File: config.mk
export PLATFORM = sky130hd
export DESIGN_NAME = arith_result_stage
export DESIGN_NICKNAME = d
export VERILOG_FILES = /design/src/rtl/alu_pkg.sv /design/src/rtl/arith_flag_gen.sv /design/src/rtl/arith_result_stage.sv
export SDC_FILE = /design/constraint.sdc
export NUM_CORES = 1
export LEC_CHECK = 0
export BUFFER_PORTS_ARGS = -buffer_cell sky130_fd_sc_hd__buf_2
export CORE_MARGIN = 1.5
export CORE_UTILIZATION = 55
export DETAILED_ROUTE_END_ITERATION = 12
export GPL_TIMING_DRIVEN = 0
export PLACE_DENSITY_LB_ADDON = 0.2
export SLEW_MARGIN = 0
export SYNTH_ARGS = -nofsm -noshare
export SYNTH_HDL_FRONTEND = slang
export SYNTH_SLANG_ARGS = --single-unit
File: constraint.sdc
create_clock -name clk -period 2.95 [get_ports clk]
set_input_delay 0.295 -clock clk [delete_from_list [all_inputs] [get_ports clk]]
set_output_delay 0.295 -clock clk [all_outputs]
set_load 0.01 [all_outputs]
File: src/rtl/alu_pkg.sv
// Shared ALU status-flag definitions: bit positions, flag struct and op-select encoding.
package alu_pkg;

  localparam int FLAG_Z = 3;
  localparam int FLAG_N = 2;
  localparam int FLAG_C = 1;
  localparam int FLAG_V = 0;

  localparam logic OP_ADD = 1'b0;
  localparam logic OP_SUB = 1'b1;

  typedef struct packed {
    logic z;
    logic n;
    logic c;
    logic v;
  } flags_t;

endpackage

File: src/rtl/arith_flag_gen.sv
// Combinational Z/N/C/V derivation for an N-bit add/subtract result.
module arith_flag_gen
  import alu_pkg::*;
#(
  parameter int N = 4
) (
  input  logic [N-1:0] result,
  input  logic         cout,
  input  logic         select,
  input  logic         a_msb,
  input  logic         b_msb,
  output logic [3:0]   flags
);

  flags_t f;

  always_comb begin
    f.z = (result == '0);
    f.n = result[N-1];
    f.c = cout;
    // Signed overflow: operand signs agree (add) or differ (sub) and the result sign flips.
    if (select == OP_SUB)
      f.v = (a_msb != b_msb) && (result[N-1] != a_msb);
    else
      f.v = (a_msb == b_msb) && (result[N-1] != a_msb);
  end

  assign flags = f;

endmodule

File: src/rtl/arith_result_stage.sv
// Registered result stage: flags at push, 2-entry valid/ready FIFO, saturating overflow counter.
module arith_result_stage
  import alu_pkg::*;
#(
  parameter int N  = 4,
  parameter int CW = 4
) (
  input  logic          clk,
  input  logic          rst,
  input  logic          in_valid,
  output logic          in_ready,
  input  logic [N-1:0]  in_result,
  input  logic          in_cout,
  input  logic          in_select,
  input  logic          in_a_msb,
  input  logic          in_b_msb,
  output logic          out_valid,
  input  logic          out_ready,
  output logic [N-1:0]  out_result,
  output logic [3:0]    out_flags,
  output logic [1:0]    occupancy,
  output logic [CW-1:0] ovf_count,
  input  logic          ovf_clear
);

  logic [N-1:0] mem_result [2];
  flags_t       mem_flags  [2];
  logic         wr_ptr;
  logic         rd_ptr;
  logic [1:0]   occ;
  logic [3:0]   new_flags;
  logic         push;
  logic         pop;
  logic         ovf_push;

  arith_flag_gen #(.N(N)) u_flag_gen (
    .result (in_result),
    .cout   (in_cout),
    .select (in_select),
    .a_msb  (in_a_msb),
    .b_msb  (in_b_msb),
    .flags  (new_flags)
  );

  // Handshake outputs depend only on registered occupancy.
  assign in_ready  = (occ != 2'd2);
  assign out_valid = (occ != 2'd0);
  assign occupancy = occ;

  assign push     = in_valid && in_ready;
  assign pop      = out_valid && out_ready;
  assign ovf_push = push && new_flags[FLAG_V];

  assign out_result = out_valid ? mem_result[rd_ptr] : '0;
  assign out_flags  = out_valid ? mem_flags[rd_ptr]  : 4'b0000;

  always_ff @(posedge clk or posedge rst) begin
    if (rst) begin
      for (int i = 0; i < 2; i++) begin
        mem_result[i] <= '0;
        mem_flags[i]  <= '0;
      end
      wr_ptr <= 1'b0;
      rd_ptr <= 1'b0;
      occ    <= 2'd0;
    end else begin
      if (push) begin
        mem_result[wr_ptr] <= in_result;
        mem_flags[wr_ptr]  <= new_flags;
        wr_ptr             <= ~wr_ptr;
      end
      if (pop)
        rd_ptr <= ~rd_ptr;
      case ({push, pop})
        2'b10:   occ <= occ + 2'd1;
        2'b01:   occ <= occ - 2'd1;
        default: occ <= occ;
      endcase
    end
  end

  // Clear wins over increment, but an overflow accepted in the clearing cycle still counts.
  always_ff @(posedge clk or posedge rst) begin
    if (rst)
      ovf_count <= '0;
    else if (ovf_clear)
      ovf_count <= ovf_push ? CW'(1) : '0;
    else if (ovf_push && (ovf_count != '1))
      ovf_count <= ovf_count + CW'(1);
  end

endmodule

==> flow_metrics.py, run 1 <==
metrics = {
    "outcome": {
        "status": "completed",
    },
    "routing": {
        "wl_um": 2083,
        "drc_errors": 0,
        "firstDrtPassIters": 4,
        "vias": 822,
        "routedWlPerCell_um": 13.61,
        "ant_nets": 0,
        "drt_iter0_drc": 11,
        "routed_via_density": 5.373,
    },
    "place": {
        "numPortBuffers": 28,
        "gp_congestion": 0.7927,
        "dp_hpwl_um": 1537,
        "dpl-instance-area_um2": 1271,
    },
    "timing": {
        "worst_slew_pin_slew_ns": 0.8198,
        "finalSetupTns_ns": 0,
        "setup_viol": 0,
        "grt_setup_unrepaired": "false",
        "timing.fmax_mhz": 500.3,
        "skew_ns": 0.0009057,
        "slew_viol_final": 0,
        "relSlewSlack_pct": 45.29,
        "hold_viol_final": 0,
        "post-route-period-util_pct": 67.76,
        "period_needed_ns": 1.999,
    },
    "worst_setup_path": {
        "critPathMostFrequentCell": "nor2_1",
        "cpPeakStageDelay_ns": 0.53,
        "required_ns": 2.65,
        "r2r_start": "occupancy[1]",
        "r2r_slack_ns": 1.11,
        "crit_slowest_cell": "nor2_1",
        "endpoint_kind": "output port",
        "critPathKind": "reg -> out",
        "path_max_fanout": 9,
        "crit_arrival_ns": 1.70,
        "start_kind": "register",
        "reg2regPathDepth": 5,
        "regToRegEndpoint": "occupancy[1]",
        "crit_chain": "nor2_1 > nor2_1 > buf_4 > buf_2",
    },
    "power_and_ir_drop": {
        "p_comb_share_pct": 47.4,
        "intPower_w": 0.0008026,
        "power_density_nw_per_um2": 975.7,
        "seqPwrFrac_pct": 39.5,
        "switching_share_pct": 37.08,
        "leakagePower_nw": 0.6435,
        "switchingPower_w": 0.0004731,
        "power_frac_clock_pct": 13.2,
        "ir_drop_mv": 0.5313,
    },
    "finish": {
        "fin_nets": 144,
        "finalInstanceArea_um2": 1308,
        "drive_above_1_share_pct": 38.28,
        "area_growth_pct": 18.88,
        "final_common_cell": "buf_2",
        "num-fill-cells": 135,
        "layout_common_cells": "buf_2, dfrtp_1, mux2_2, nor2_1, mux2i_1",
        "diodes": 0,
    },
    "floorplan": {
        "ioPinCount": 29,
        "initial_core_util_pct": 61.04,
        "fp.dieArea_um2": 2277,
        "core.rowCount": 15,
        "core_area_um2": 1802,
        "die_h_um": 47.72,
        "die_width_um": 47.72,
    },
    "cts": {
        "path_clk_slew_ns": 0.12,
        "clk_latency_ns": 0.30,
        "cts_root_buf": "clkbuf_4",
        "cts_made_buffers": 3,
        "cts_tree": "done",
        "htreeDepth": 1,
        "cts_sinks": 22,
        "cts-resized-gates": 0,
        "cts_setup_buffers": 0,
        "clockBufferDepth": 2,
        "postCtsHoldBufs": 0,
    },
    "synthesis": {
        "yosysSeqAreaShare_pct": 50.06,
        "synth.distinct_cells": 28,
        "synth-compound-area-share_pct": 6.598,
        "synth_xor_area_share_pct": 4.778,
        "synthMuxAreaShare_pct": 20.48,
        "synthSimpleGateAreaFrac_pct": 12.97,
        "ys_ff_latch": 22,
        "yosys_warnings": 0,
        "synth_top_family_by_area": "multiplexers",
        "synthesis.instances": 96,
        "syn_area_per_cell_um2": 11.46,
        "synth_fp_nets": 111,
        "netlist_area_um2": 1100,
        "synth_fa_ha_area_share_pct": 2.275,
    },
    "run": {
        "cap_violations": 0,
    },
    "grt": {
        "grt_max_degree": 23,
        "grt_usage_pct": 21.88,
        "grt_antenna_before_repair": 0,
        "grt_overflow": 0,
        "grt_pass1_wl_um": 3470,
        "grt_pass1_vias": 785,
    },
    "worst_hold_path": {
        "hold_class": "in -> async",
    },
}
==> metal layers <==
layer,part of all wire [%],track usage [%],routed length (um)
met2,48,36.53,990
met4,1.2,6.486,25
met1,45,29.40,942
met3,6.0,3.396,126
met5,0,0,0
==> cell type report <==
class | count | area, um2 | area share [%]
Buffer | 3 | 16.27 | 1.244
Clock buffer | 4 | 36.28 | 2.775
Inverter | 4 | 15.01 | 1.148
Multi-Input combinational cell | 67 | 518.0 | 39.62
Sequential cell | 22 | 550.5 | 42.11
Tap cell | 25 | 31.28 | 2.392
Timing Repair Buffer | 28 | 140.1 | 10.72
==> through the flow <==
step           worst slack (ns)  cells  hold slack, ns  utilization [%]   power, W
2_1_floorplan             1.365     96          0.2842                -  0.0009274
3_3_place_gp              1.171    149          0.4618            70.56   0.001091
3_5_place_dp              1.108    149          0.4758            70.56   0.001123
4_1_cts                  0.9361    153          0.1521            72.57   0.001285
5_1_grt                  0.8192    153          0.1838            72.57   0.001386
6_report                 0.9510    153          0.1291            72.57   0.001276
==> worst max-delay path by stage <==
stage / from / end / slack (ns) / depth (start not counted)
final: occupancy[1] / out_result[3] / 0.95 / 4
after global routing: occupancy[1] / out_result[3] / 0.82 / 4
after global placement: occupancy[1] / occupancy[1] / 1.17 / 5
after detailed placement: occupancy[1] / occupancy[1] / 1.11 / 6
after CTS: occupancy[1] / out_result[3] / 0.94 / 4
after floorplan: occupancy[1] / occupancy[1] / 1.37 / 5
==> cell usage after synthesis, drive strengths merged <==
cell type  instances  area (um2)
or3                1       6.260
mux2i              9       90.09
inv                4       15.01
nand3              3       15.01
nor2b              3       18.77
o32ai              1       8.760
nand2              8       32.54
mux2              12       135.1
and3b              1       8.760
ha                 2       25.02
o21ai              1       5.000
buf                2       12.51
clkbuf             1       3.750
nor4               1       6.260
nor2              11       41.29
xor2               2       17.52
o41ai              1       8.760
a311oi             1       15.01
a21oi              2       10.01
dfrtp             22       550.5
xnor2              4       35.03
a31oi              1       6.260
o21bai             1       7.510
nand2b             1       13.76
o311a              1       11.26
==> sequential cells by signal, summed over array words and instances (netlist names) <==
| register | count |
|---|---|
| mem_result | 8 |
| wr_ptr | 1 |
| rd_ptr | 1 |
| occupancy | 2 |
| ovf_count | 4 |
| mem_flags | 6 |
==> worst max-delay path: cells and delay by family (launching register included) <==
| family | cells | cell delay, ns |
|---|---|---|
| flip-flops | 1 | 0.46 |
| buffers and inverters | 2 | 0.29 |
| AND/OR/NAND/NOR | 2 | 0.66 |
==> power groups by stage <==
stage                     Clock, W  Combinational, W  Sequential [W]
after floorplan                  0          0.000429        0.000498
after global placement           0          0.000593        0.000498
after detailed placement         0          0.000610        0.000513
after CTS                 0.000166          0.000614        0.000505
after global routing      0.000185          0.000679        0.000522
final                     0.000168          0.000604        0.000504
==> cells by family after synthesis <==
family / Yosys count
xor+xnor: 6
compound gates: 9
simple gates: 29
buf+inv: 7
fa+ha+maj: 2
flops: 22
mux: 21
(Power assumes the default switching activity.)
==> inputs of run 2 (changes only) <==
--- a/config.mk
+++ b/config.mk
@@ -7,7 +7,7 @@
 export LEC_CHECK = 0
 export BUFFER_PORTS_ARGS = -buffer_cell sky130_fd_sc_hd__buf_2
 export CORE_MARGIN = 1.5
-export CORE_UTILIZATION = 55
+export CORE_UTILIZATION = 46
 export DETAILED_ROUTE_END_ITERATION = 12
 export GPL_TIMING_DRIVEN = 0
 export PLACE_DENSITY_LB_ADDON = 0.2
==> constraint.sdc (replaced) <==
create_clock -name clk -period 1.8 [get_ports clk]
set_input_delay 0.18 -clock clk [delete_from_list [all_inputs] [get_ports clk]]
set_output_delay 0.18 -clock clk [all_outputs]
set_load 0.01 [all_outputs]
==> flow_metrics.py, run 2 (synthesis results as in run 1) <==
metrics = {
    "floorplan": {
        "die_h_um": 51.90,
        "initial_core_util_pct": 49.24,
        "core_area_um2": 2233,
        "fp.dieArea_um2": 2693,
        "ioPinCount": 29,
        "core.rowCount": 17,
        "die_width_um": 51.90,
    },
    "timing": {
        "grt_setup_unrepaired": "false",
        "timing.fmax_mhz": 590.4,
        "worst_slew_pin_slew_ns": 0.8084,
        "period_needed_ns": 1.694,
        "slew_viol_final": 0,
        "relSlewSlack_pct": 46.05,
        "post-route-period-util_pct": 94.11,
        "hold_viol_final": 0,
        "skew_ns": 0.003701,
        "finalSetupTns_ns": 0,
        "setup_viol": 0,
    },
    "routing": {
        "routedWlPerCell_um": 13.01,
        "wl_met3_um": 87,
        "ant_nets": 0,
        "drc_errors": 0,
        "drt_iter0_drc": 10,
        "wl_um": 2003,
        "dr_wl_met2_um": 1003,
        "drt-met1-wl_um": 901,
        "routed_via_density": 5.403,
        "firstDrtPassIters": 4,
        "top_layer": "met4",
        "vias": 832,
    },
    "worst_setup_path": {
        "crit_arrival_ns": 1.51,
        "start_kind": "register",
        "path_max_fanout": 8,
        "required_ns": 1.62,
        "critPathKind": "reg -> out",
        "endpoint_kind": "output port",
    },
    "grt": {
        "grt_antenna_before_repair": 0,
        "grt_overflow": 0,
        "grt_pass1_wl_um": 3505,
        "grt_max_degree": 23,
        "grt_usage_pct": 17.76,
        "grt_pass1_vias": 810,
    },
    "cts": {
        "cts_root_buf": "clkbuf_4",
        "cts_setup_buffers": 0,
        "cts_sinks": 22,
        "postCtsHoldBufs": 0,
        "cts_made_buffers": 3,
        "clockBufferDepth": 2,
        "path_clk_slew_ns": 0.11,
        "cts_tree": "done",
        "htreeDepth": 1,
        "clk_latency_ns": 0.29,
    },
    "place": {
        "dp_hpwl_um": 1506,
        "dpl-instance-area_um2": 1275,
        "gp_congestion": 0.6801,
        "dp_cells": 152,
        "numPortBuffers": 28,
    },
    "outcome": {
        "status": "completed",
    },
    "finish": {
        "top_regs": "mem_result: 8 flops, mem_flags: 6 flops, ovf_count: 4 flops",
        "area_growth_pct": 18.32,
        "fin_nets": 143,
        "layout_common_cells": "buf_2, dfrtp_1, mux2_2, nor2_1, mux2i_1",
        "final_util_pct": 58.26,
        "num-fill-cells": 211,
        "final_common_cell": "buf_2",
        "top_register": "mem_result",
        "largest_register_ffs": 8,
        "drive_above_1_share_pct": 38.89,
        "diodes": 0,
        "final_cells": 154,
        "finalInstanceArea_um2": 1301,
    },
    "run": {
        "cap_violations": 0,
    },
    "power_and_ir_drop": {
        "intPower_w": 0.001271,
        "seqPwrFrac_pct": 42.9,
        "ir_drop_mv": 0.8589,
        "totalPowerFinal_w": 0.002029,
        "p_comb_share_pct": 46.6,
        "leakagePower_nw": 0.6359,
        "power_density_nw_per_um2": 1559,
        "power_frac_clock_pct": 10.5,
        "switching_share_pct": 37.37,
        "switchingPower_w": 0.0007584,
    },
    "worst_hold_path": {
        "hold_class": "in -> async",
    },
}
[run 2: changes by cell type in the layout (fill, tap and decap cells not counted)]
cell	previous run	this run
clkbuf_1	1	0
clkbuf_8	1	0
nor2_1	11	10
nor2_4	0	1
[run 2: worst max-delay path, stage by stage, from the launching register on]
cell and delay, ns:
dfrtp_1 0.64, mux2i_1 0.24, nor2_1 0.08, buf_4 0.14
buf_2 0.13
[run 2: timing repair]
action,in CTS,in global routing
resized for setup,1,1
pin swaps,0,0
endpoints found under the setup margin,3,2
[run 2: final timing paths]
path / slack, ns / startpoint / depth (start not counted) / to
max: 0.11 / rd_ptr / 4 / out_result[3]
min: 0.02 / rst / 2 / occupancy[1]
max reg2reg: 0.25 / occupancy[1] / 6 / occupancy[1]
min reg2reg: 0.50 / mem_result[4] / 1 / mem_result[4]
max in group asynchronous: 1.28 / rst / 2 / mem_flags[3]
min in group clk: 0.13 / in_cout / 2 / mem_flags[1]
[run 2: layer usage]
| metal | up-vias | global-route usage (%) |
|---|---|---|
| li1 | 396 | - |
| met1 | 411 | 22.83 |
| met2 | 23 | 30.17 |
| met3 | 2 | 2.586 |
| met4 | 0 | 6.579 |
| met5 | - | 0 |
[run 2: layout make-up]
class | count | area (um2) | area share, %
Tap cell | 28 | 35.03 | 2.692
Buffer | 2 | 12.51 | 0.9615
Clock buffer | 3 | 22.52 | 1.731
Multi-Input combinational cell | 67 | 525.5 | 40.38
Timing Repair Buffer | 28 | 140.1 | 10.77
Sequential cell | 22 | 550.5 | 42.31
Inverter | 4 | 15.01 | 1.154
[run 2: power groups by stage]
stage | clock network, W | registers [W] | logic (W)
2_1_floorplan | 0 | 0.000817 | 0.000703
3_3_place_gp | 0 | 0.000813 | 0.000983
3_5_place_dp | 0 | 0.000826 | 0.00101
4_1_cts | 0.000218 | 0.000864 | 0.000960
5_1_grt | 0.000236 | 0.000901 | 0.00105
6_report | 0.000212 | 0.000871 | 0.000946
[run 2: through the flow]
stage	hold WS, ns	setup WS [ns]
after global placement	0.3654	-0.06174
after detailed placement	0.3819	-0.08930
final	0.01958	0.1061
after global routing	0.08326	0.01066
after CTS	0.05103	0.04770
after floorplan	0.1692	0.2153
==> inputs of run 3 (changes only) <==
--- a/config.mk
+++ b/config.mk
@@ -10,7 +10,7 @@
 export CORE_UTILIZATION = 46
 export DETAILED_ROUTE_END_ITERATION = 12
 export GPL_TIMING_DRIVEN = 0
-export PLACE_DENSITY_LB_ADDON = 0.2
+export PLACE_DENSITY = 0.82
 export SLEW_MARGIN = 0
 export SYNTH_ARGS = -nofsm -noshare
 export SYNTH_HDL_FRONTEND = slang
==> flow_metrics.py, run 3 (synthesis results as in run 1) <==
metrics = {
    "routing": {
        "ant_nets": 0,
        "wl_um": 2101,
        "drc_errors": 0,
        "firstDrtPassIters": 4,
        "drt_iter0_drc": 6,
        "vias": 809,
        "routed_via_density": 5.219,
        "routedWlPerCell_um": 13.55,
    },
    "timing": {
        "holdWs_ns": -0.01659,
        "timing.fmax_mhz": 589.1,
        "post-route-period-util_pct": 94.30,
        "slew_viol_final": 0,
        "period_needed_ns": 1.697,
        "relSlewSlack_pct": 46.63,
        "worst_slew_pin_slew_ns": 0.7996,
        "grt_setup_unrepaired": "false",
        "hold_viol_final": 15,
        "setup_viol": 0,
        "skew_ns": 0.01489,
    },
    "floorplan": {
        "initial_core_util_pct": 49.24,
        "core.rowCount": 17,
        "die_width_um": 51.90,
        "core_area_um2": 2233,
        "fp.dieArea_um2": 2693,
        "die_h_um": 51.90,
        "ioPinCount": 29,
    },
    "finish": {
        "drive_above_1_share_pct": 39.37,
        "layout_common_cells": "buf_2, dfrtp_1, mux2_2, nor2_1, mux2i_1",
        "diodes": 0,
        "largest_register_ffs": 8,
        "final_common_cell": "buf_2",
        "num-fill-cells": 201,
        "area_growth_pct": 19.57,
        "top_register": "mem_result",
        "fin_nets": 143,
        "final_util_pct": 58.88,
        "top_regs": "mem_result: 8 flops, mem_flags: 6 flops, ovf_count: 4 flops",
    },
    "place": {
        "dp_hpwl_um": 1598,
        "gp_congestion": 0.7342,
        "numPortBuffers": 28,
    },
    "power_and_ir_drop": {
        "ir_drop_mv": 0.8597,
        "totalPowerFinal_w": 0.002116,
        "power_density_nw_per_um2": 1609,
        "leakagePower_nw": 0.6431,
    },
    "grt": {
        "grt_pass1_vias": 801,
        "grt_overflow": 0,
        "grt_usage_pct": 17.42,
        "grt_antenna_before_repair": 0,
        "grt_pass1_wl_um": 3394,
        "grt_max_degree": 23,
    },
    "cts": {
        "clockBufferDepth": 2,
        "cts_tree": "done",
        "clk_latency_ns": 0.32,
        "cts_made_buffers": 3,
        "cts_sinks": 22,
        "path_clk_slew_ns": 0.13,
        "htreeDepth": 1,
        "cts_root_buf": "clkbuf_4",
        "cts_setup_buffers": 0,
    },
    "outcome": {
        "status": "complete, but fails checks",
        "failed_checks": "negative hold slack",
    },
    "worst_setup_path": {
        "start_kind": "register",
        "critPathKind": "reg -> out",
        "required_ns": 1.62,
        "crit_arrival_ns": 1.52,
        "endpoint_kind": "output port",
        "path_max_fanout": 8,
    },
    "run": {
        "cap_violations": 0,
    },
    "worst_hold_path": {
        "hold_class": "in -> async",
    },
}
-- run 3: final timing paths --
| kind | from | end | slack [ns] | depth (start not counted) |
|---|---|---|---|---|
| worst max register to register | occupancy[1] | occupancy[1] | 0.23 | 5 |
| worst min register to register | mem_flags[0] | mem_flags[0] | 0.51 | 2 |
| min in group clk | in_cout | mem_flags[5] | 0.10 | 2 |
| worst max-delay path | rd_ptr | out_result[3] | 0.10 | 4 |
| worst min-delay path | rst | mem_flags[5] | -0.02 | 2 |
| max in group asynchronous | rst | mem_result[7] | 1.31 | 2 |
-- run 3: power by group --
group | total, W | switching (W) | internal [W]
clock | 0.000282 | 0.000158 | 0.000124
sequential | 0.000879 | 0.000185 | 0.000693
combinational | 0.000956 | 0.000455 | 0.000501
-- run 3: timing repair --
action / 4_1_cts / 5_1_grt
resized for setup: 1 / 1
hold buffers: 0 / 0
hold endpoints to repair: 0 / 0
endpoints found under the setup margin: 2 / 1
pin swaps: 0 / 0
-- run 3: final cells by class --
class                      instances  area [um2]  share of cell area, %
buffer                             2       12.51                 0.9515
multi-input combinational         67       525.5                  39.96
tap                               28       35.03                  2.664
clock buffer                       4       36.28                  2.759
inverter                           4       15.01                  1.142
timing repair buffer              28       140.1                  10.66
sequential                        22       550.5                  41.86
-- run 3: critical path: stages (launching register included) --
cell	delay, ns
dfrtp_1	0.64
mux2i_1	0.23
nor2_1	0.07
buf_4	0.13
buf_2	0.13
-- run 3: metrics by stage --
step	hold slack, ns	instance area, um2	cells	setup slack (ns)	setup TNS (ns)
floorplan	0.1692	1100	96	0.2153	0
global placement	0.3665	1275	152	0.006484	0
detailed placement	0.3777	1275	152	-0.07210	-0.07210
CTS	0.03194	1310	155	0.08001	0
global route	0.07356	1315	155	0.02422	0
finish	-0.01659	1315	155	0.1025	0
-- run 3: routing by layer --
layer | track usage [%] | routed length (um)
met1 | 21.01 | 935
met4 | 7.895 | 38
met2 | 30.80 | 1063
met3 | 2.011 | 64
met5 | 0 | 0
